==> config.mk <==
export PLATFORM = sky130hd
export DESIGN_NAME = segway_drive_math
export DESIGN_NICKNAME = d
export VERILOG_FILES = /design/src/rtl/segway_pkg.sv /design/src/rtl/torque_shape.sv /design/src/rtl/segway_drive_math.sv
export SDC_FILE = /design/constraint.sdc
export NUM_CORES = 1
export LEC_CHECK = 0
export ABC_AREA = 1
export CORE_ASPECT_RATIO = 0.5
export CORE_MARGIN = 4
export CORE_UTILIZATION = 60
export CTS_BUF_LIST = sky130_fd_sc_hd__clkbuf_8
export DETAILED_ROUTE_END_ITERATION = 7
export GPL_TIMING_DRIVEN = 1
export PLACE_DENSITY = 0.79
export SLEW_MARGIN = 10
export SYNTH_ARGS = -nofsm -noshare
export SYNTH_HDL_FRONTEND = slang
export SYNTH_SLANG_ARGS = --single-unit
==> constraint.sdc <==
create_clock -name clk -period 7 [get_ports clk]
set_clock_uncertainty 0.15 [all_clocks]
set_input_delay 1.4 -clock clk [delete_from_list [all_inputs] [get_ports clk]]
set_output_delay 1.4 -clock clk [all_outputs]
set_load 0.01 [all_outputs]
==> src/rtl/segway_pkg.sv <==
// Shared constants for the segway drive math datapath: torque shaping and steering.
package segway_pkg;

  // Torque shaping: below LOW_BAND the command is amplified, above it a minimum duty is added
  localparam int LOW_BAND  = 'h3C;
  localparam int MIN_DUTY  = 'h3C0;
  localparam int GAIN_MULT = 4;

  // Steering pot clip window and mid-scale centre, expressed for a 12-bit pot
  localparam int CLIP_LO      = 'h200;
  localparam int CLIP_HI      = 'hE00;
  localparam int STEER_CENTRE = 'h7FF;

  // Steering scale of 3/16 implemented as multiply then arithmetic shift
  localparam int STEER_MUL   = 3;
  localparam int STEER_SHIFT = 4;

endpackage

==> src/rtl/torque_shape.sv <==
// Per-side torque shaping followed by saturation to the W-bit signed motor command range.
module torque_shape
  import segway_pkg::*;
#(
  parameter int W = 12
) (
  input  logic signed [W+1:0] t,
  output logic signed [W-1:0] spd
);

  localparam int XW = W + 5;
  localparam logic signed [XW-1:0] LB     = XW'(LOW_BAND);
  localparam logic signed [XW-1:0] DUTY   = XW'(MIN_DUTY);
  localparam logic signed [XW-1:0] GAIN   = XW'(GAIN_MULT);
  localparam logic signed [XW-1:0] SAT_HI = XW'((1 << (W - 1)) - 1);
  localparam logic signed [XW-1:0] SAT_LO = XW'(-(1 << (W - 1)));

  logic signed [XW-1:0] tx;
  logic signed [XW-1:0] mag;
  logic signed [XW-1:0] shaped;
  logic signed [XW-1:0] sat;

  // Small commands get gain, larger ones get a minimum-duty offset in their own direction, then clamp
  always_comb begin
    tx  = {{(XW - W - 2){t[W+1]}}, t};
    mag = tx[XW-1] ? -tx : tx;
    if (mag > LB) begin
      shaped = tx[XW-1] ? (tx - DUTY) : (tx + DUTY);
    end else begin
      shaped = tx * GAIN;
    end
    if (shaped > SAT_HI) begin
      sat = SAT_HI;
    end else if (shaped < SAT_LO) begin
      sat = SAT_LO;
    end else begin
      sat = shaped;
    end
    spd = W'(sat);
  end

endmodule

==> src/rtl/segway_drive_math.sv <==
// Segway drive math: soft-start scaling of the PID term, steering mix, torque shaping and overspeed flag.
module segway_drive_math
  import segway_pkg::*;
#(
  parameter int W        = 12,
  parameter int SS_W     = 8,
  parameter int SS_PRE   = 4,
  parameter int FAST_HI  = 1536,
  parameter int FAST_LO  = 1280,
  parameter int FAST_CNT = 4
) (
  input  logic                clk,
  input  logic                rst_n,
  input  logic                in_vld,
  input  logic signed [W-1:0] PID_cntrl,
  input  logic        [W-1:0] steer_pot,
  input  logic                en_steer,
  input  logic                pwr_up,
  output logic signed [W-1:0] lft_spd,
  output logic signed [W-1:0] rght_spd,
  output logic                out_vld,
  output logic                too_fast
);

  localparam int SC = W - 12;
  localparam int CW = $clog2(FAST_CNT + 1);
  localparam logic        [W-1:0]  CLIP_LO_S = W'(CLIP_LO << SC);
  localparam logic        [W-1:0]  CLIP_HI_S = W'(CLIP_HI << SC);
  localparam logic signed [W+3:0]  CENTRE_S  = (W + 4)'(((STEER_CENTRE + 1) << SC) - 1);
  localparam logic signed [W+3:0]  MUL_S     = (W + 4)'(STEER_MUL);
  localparam logic        [W-1:0]  HI_U      = W'(FAST_HI);
  localparam logic        [W-1:0]  LO_U      = W'(FAST_LO);
  localparam logic        [CW-1:0] CNT_LAST  = CW'(FAST_CNT - 1);

  logic [1:0]              rst_sync;
  logic                    rst_i_n;
  logic [SS_PRE-1:0]       pre;
  logic [SS_W-1:0]         ss;

  logic signed [W+SS_W:0]  prod;
  logic [W-1:0]            clip;
  logic signed [W+3:0]     diff;
  logic signed [W+3:0]     scaled;
  logic signed [W-1:0]     pid_ss_d;
  logic signed [W-1:0]     steer_d;

  logic                    v1;
  logic                    v2;
  logic                    v3;
  logic signed [W-1:0]     pid_ss1;
  logic signed [W-1:0]     steer1;
  logic                    en1;

  logic signed [W+1:0]     pid_x;
  logic signed [W+1:0]     steer_x;
  logic signed [W+1:0]     lft_d;
  logic signed [W+1:0]     rght_d;
  logic signed [W+1:0]     lft2;
  logic signed [W+1:0]     rght2;

  logic signed [W-1:0]     lft_shaped;
  logic signed [W-1:0]     rght_shaped;
  logic        [W-1:0]     lft_mag;
  logic        [W-1:0]     rght_mag;
  logic                    qual;
  logic [CW-1:0]           cnt;

  assign out_vld = v3;
  assign rst_i_n = rst_sync[1];

  // Reset asserts immediately but is released only after two clean clock edges
  always_ff @(posedge clk or negedge rst_n) begin
    if (!rst_n) begin
      rst_sync <= '0;
    end else begin
      rst_sync <= {rst_sync[0], 1'b1};
    end
  end

  // Soft-start ramp: one ss step per prescaler wrap, held at all-ones, cleared while unpowered
  always_ff @(posedge clk or negedge rst_i_n) begin
    if (!rst_i_n) begin
      pre <= '0;
      ss  <= '0;
    end else if (!pwr_up) begin
      pre <= '0;
      ss  <= '0;
    end else begin
      pre <= pre + 1'b1;
      if ((&pre) && !(&ss)) begin
        ss <= ss + 1'b1;
      end
    end
  end

  // Stage 1 arithmetic: soft-start scaled PID and clipped, centred, 3/16-scaled steering term
  always_comb begin
    prod     = PID_cntrl * $signed({1'b0, ss});
    pid_ss_d = W'(prod >>> SS_W);
    if (steer_pot < CLIP_LO_S) begin
      clip = CLIP_LO_S;
    end else if (steer_pot > CLIP_HI_S) begin
      clip = CLIP_HI_S;
    end else begin
      clip = steer_pot;
    end
    diff    = $signed({4'b0000, clip}) - CENTRE_S;
    scaled  = diff * MUL_S;
    steer_d = W'(scaled >>> STEER_SHIFT);
  end

  // Stage 2 arithmetic: mix steering into each side with two bits of headroom
  always_comb begin
    pid_x   = {{2{pid_ss1[W-1]}}, pid_ss1};
    steer_x = {{2{steer1[W-1]}}, steer1};
    if (en1) begin
      lft_d  = pid_x + steer_x;
      rght_d = pid_x - steer_x;
    end else begin
      lft_d  = pid_x;
      rght_d = pid_x;
    end
  end

  // Pipeline valids and data; losing power drops every in-flight sample
  always_ff @(posedge clk or negedge rst_i_n) begin
    if (!rst_i_n) begin
      v1      <= 1'b0;
      v2      <= 1'b0;
      v3      <= 1'b0;
      pid_ss1 <= '0;
      steer1  <= '0;
      en1     <= 1'b0;
      lft2    <= '0;
      rght2   <= '0;
    end else begin
      v1 <= pwr_up & in_vld;
      v2 <= pwr_up & v1;
      v3 <= pwr_up & v2;
      if (in_vld) begin
        pid_ss1 <= pid_ss_d;
        steer1  <= steer_d;
        en1     <= en_steer;
      end
      if (v1) begin
        lft2  <= lft_d;
        rght2 <= rght_d;
      end
    end
  end

  torque_shape #(.W(W)) u_lft (
    .t   (lft2),
    .spd (lft_shaped)
  );

  torque_shape #(.W(W)) u_rght (
    .t   (rght2),
    .spd (rght_shaped)
  );

  // Decide whether the sample entering the output register advances the overspeed persistence count
  always_comb begin
    lft_mag  = lft_shaped[W-1] ? (~lft_shaped + 1'b1) : lft_shaped;
    rght_mag = rght_shaped[W-1] ? (~rght_shaped + 1'b1) : rght_shaped;
    if (too_fast) begin
      qual = (lft_mag <= LO_U) && (rght_mag <= LO_U);
    end else begin
      qual = (lft_mag > HI_U) || (rght_mag > HI_U);
    end
  end

  // Output stage: motor commands and overspeed flag move together with each new output sample
  always_ff @(posedge clk or negedge rst_i_n) begin
    if (!rst_i_n) begin
      lft_spd  <= '0;
      rght_spd <= '0;
      too_fast <= 1'b0;
      cnt      <= '0;
    end else if (!pwr_up) begin
      lft_spd  <= '0;
      rght_spd <= '0;
      too_fast <= 1'b0;
      cnt      <= '0;
    end else if (v2) begin
      lft_spd  <= lft_shaped;
      rght_spd <= rght_shaped;
      if (qual) begin
        if (cnt == CNT_LAST) begin
          too_fast <= ~too_fast;
          cnt      <= '0;
        end else begin
          cnt <= cnt + 1'b1;
        end
      end else begin
        cnt <= '0;
      end
    end
  end

endmodule

==> run metrics <==
status completed; Final nets 1,842; distinct cell type count after synthesis 52; antenna-violating nets left 0; FF-to-FF setup slack 1.68 ns; area growth from synthesis to layout 7.50%; Synth Net Count 1,827; cts hold-fix bufs 0; area of the mapped netlist 11,400 um^2; unrepaired setup endpoints after global routing no; Setup TNS Final 0 ns; Seq/Total Area, Yosys a little over a fifth; Syn Inst Count 1,617; maximum clock insertion buffer count 2; CTS Buf Count 9; Die Y 105 um; Arrival @ worst endpoint between 6 and 7 ns; RR Startpoint ss[2]; Max Fclk around 160 MHz; EDFF count, synth 0; top cell type's share of synthesized area between 20% and 30%; Clock Sinks 95; Initial DRC Count between 700 and 800; clk slew on worst S/H paths 0.10 ns; ys flop type dfrtp_1; row cnt 35; Power Total 2.42 mW; critical path type in -> reg; max_cap viols 0; Worst Path Required 7.13 ns; Total GRT Usage 25.1%; slowest cell on the critical path clkdlybuf4s50_1; final worst path period need 6.20 ns; crit path from PID_cntrl[3]; asr flop ratio synth 100%; Post-route DRC 0; Tcrit/Tclk final 88.6%; gr ovfl total 0; Leak about 7 nW; initial antenna violation count 1; effective utilization at floorplan 61.5%; Detailed Place HPWL 20,900 um; vias in the first global route 9,803; # H-tree levels 3; startpoint types input port; Total Wirelength 26,100 um; Max-slew headroom 35.4%; area leader, netlist dfrtp_1; Hold Crit Class reg -> async; R2R Path End pid_ss1[9]; Clk Latency, worst-skew pair 0.38 ns; Worst-Margin Slew approximately 0.97 ns; WL/cell 13.7 um; IO Port Bufs 54; TritonCTS clock tree yes; ANT cells 0; largest net degree at the start of global routing 67; Final Hold Fails 0; Syn Area/Cell 7.05 um^2; vias per cell 5.32; Crit path max-delay family adder cells; Syn. warnings 0; die area 21,400 um^2; num ports 55; setup bufs post-CTS 0; die width 203 um; global-route wire length before repair 45,500 um; Max IR drop VDD 0.113 mV; gpl congestion 0.935; clock tree root driver cell clkbuf_8; cts repair resizes 0; Reg2Reg Depth 25; CP peak stage delay roughly 0.62 ns; Yosys reg bits 95; Vias slightly above 10,000; Final setup viols 0; Worst Path Buf+Inv 4; PwrDens between 150 and 200 nW/um^2; layout cell share with drive strength beyond 1 just under 5%; Crit. End Element flop; Detailed Routing Iterations Pass 1 5; critical path depth 26; crit-path max FO 8; Most common cell on crit path nand2_1; worst setup path end pid_ss1[9]; core area 18,500 um^2; Final Slew Violations 0; top area cells in the synthesized netlist dfrtp_1 21%, fa_1 14%, nand2_1 13%
## synthesized netlist by cell type (2+ instances only)
| library cell | number |
|---|---|
| a21o_1 | 6 |
| a21oi_1 | 56 |
| a22oi_1 | 23 |
| a31oi_1 | 5 |
| buf_1 | 2 |
| buf_2 | 4 |
| buf_4 | 4 |
| buf_6 | 8 |
| clkbuf_1 | 34 |
| clkbuf_2 | 3 |
| clkinv_1 | 2 |
| dfrtp_1 | 95 |
| fa_1 | 79 |
| ha_1 | 102 |
| inv_1 | 309 |
| inv_2 | 9 |
| nand2_1 | 407 |
| nand2_2 | 12 |
| nand2_4 | 2 |
| nand3_1 | 119 |
| nand3_2 | 4 |
| nand3b_1 | 3 |
| nand4_1 | 22 |
| nor2_1 | 109 |
| nor2_2 | 12 |
| nor2_4 | 3 |
| nor3_1 | 12 |
| nor4_1 | 4 |
| o211ai_1 | 2 |
| o211ai_2 | 2 |
| o211ai_4 | 2 |
| o21ai_0 | 88 |
| o21ai_1 | 4 |
| o21ai_2 | 2 |
| o21bai_1 | 7 |
| o31ai_1 | 4 |
| or2_2 | 4 |
| xnor2_1 | 19 |
| xor2_1 | 20 |
## layout make-up
class                   count  area [um^2]
clock buffers               9          124
clock inverters             7          115
inverters                 321         1210
multi-input cells        1146         7520
flip-flops and latches     95         2380
repair buffers             59          578
well taps                 259          324
fillers                  1649         6270
## how the worst min path moves through the flow
stage                     start           end  slack, ns
floorplan           rst_sync[0]   rst_sync[1]       0.18
global placement    rst_sync[1]  rght_spd[10]        0.1
detailed placement  rst_sync[1]   rght_spd[8]        0.1
CTS                 rst_sync[1]    lft_spd[3]       0.10
global route        rst_sync[1]    lft_spd[6]       0.13
finish              rst_sync[1]   rght_spd[3]       0.09
## metal layers
layer  vias to the layer above  GRT usage, %  share of wire (%)
met1                      4678          35.4                 47
li1                       5074             -                  -
met4                         2          3.87               0.83
met2                       300          42.8                 46
met3                        25          3.14                6.1
met5                         -             0              0.046
## cells in the final DEF, fill, tap and decap left out, types with 5 or more instances in the layout
cell type / n
a21o_1: 6
a21oi_1: 56
a22oi_1: 23
a31oi_1: 5
buf_4: 5
clkbuf_8: 9
clkdlybuf4s50_1: 54
dfrtp_1: 94
fa_1: 79
ha_1: 102
inv_1: 309
inv_2: 9
nand2_1: 407
nand2_2: 12
nand3_1: 119
nand4_1: 22
nor2_1: 109
nor2_2: 12
nor3_1: 12
o21ai_0: 88
o21bai_1: 7
xnor2_1: 19
xor2_1: 20
## stage by stage
| stage | hold WS, ns | setup WS [ns] | cells | utilization, % | instance area, um^2 |
|---|---|---|---|---|---|
| final | 0.0900 | 0.800 | 1896 | 66.1 | 12300 |
| after global routing | 0.129 | 0.378 | 1896 | 66.1 | 12300 |
| after CTS | 0.102 | 0.813 | 1896 | 66.1 | 12300 |
| after detailed placement | 0.0957 | 0.407 | 1880 | 64.9 | 12000 |
| after global placement | 0.0970 | 0.534 | 1880 | 64.9 | 12000 |
| after floorplan | 0.181 | 1.17 | 1617 | - | 11400 |
## flip-flops by register name (all words and copies together) (netlist names)
register	count
ss	8
cnt	3
rght_spd	12
lft2	13
out_vld	1
steer1	12
rst_sync	2
v2	1
pre	4
en1	1
pid_ss1	12
lft_spd	12
v1	1
too_fast	1
rght2	12
## report_power, final
| part | switching, mW | leakage (nW) | internal [mW] |
|---|---|---|---|
| clock | 0.221 | 0.116 | 0.210 |
| sequential | 0.0738 | 1.23 | 0.609 |
| combinational | 0.853 | 5.54 | 0.451 |
| total | 1.15 | 6.88 | 1.27 |
## logic make-up after synthesis
kind of cell / Yosys count / share of synthesized area [%]
AO/OA/AOI/OAI: 207 / 10.7
XOR/XNOR: 40 / 3.14
adder cells (fa/ha/maj): 181 / 25.1
buffers and inverters: 376 / 13.1
flip-flops: 95 / 20.9
other: 1 / 0.0329
AND/OR/NAND/NOR: 717 / 27.1
## worst register-to-register path, stage by stage (launching register included)
cell and delay [ns]:
dfrtp_1 0.72, nand2_1 0.16, fa_1 0.53, fa_1 0.51
inv_1 0.05, ha_1 0.27, inv_1 0.05, fa_1 0.53
inv_1 0.04, ha_1 0.28, nand2_1 0.07, nor4_1 0.04
a31o_2 0.20, nand3_1 0.07, nand2_1 0.08, a21oi_1 0.21
o21bai_1 0.15, a21oi_1 0.25, nor2_1 0.10, nor2_1 0.13
o21bai_1 0.09, nand2_1 0.08, nand2_1 0.06, or2_2 0.27
nand3_1 0.07, nand2_1 0.07
No activity file was read; power rests on OpenSTA's default activity.
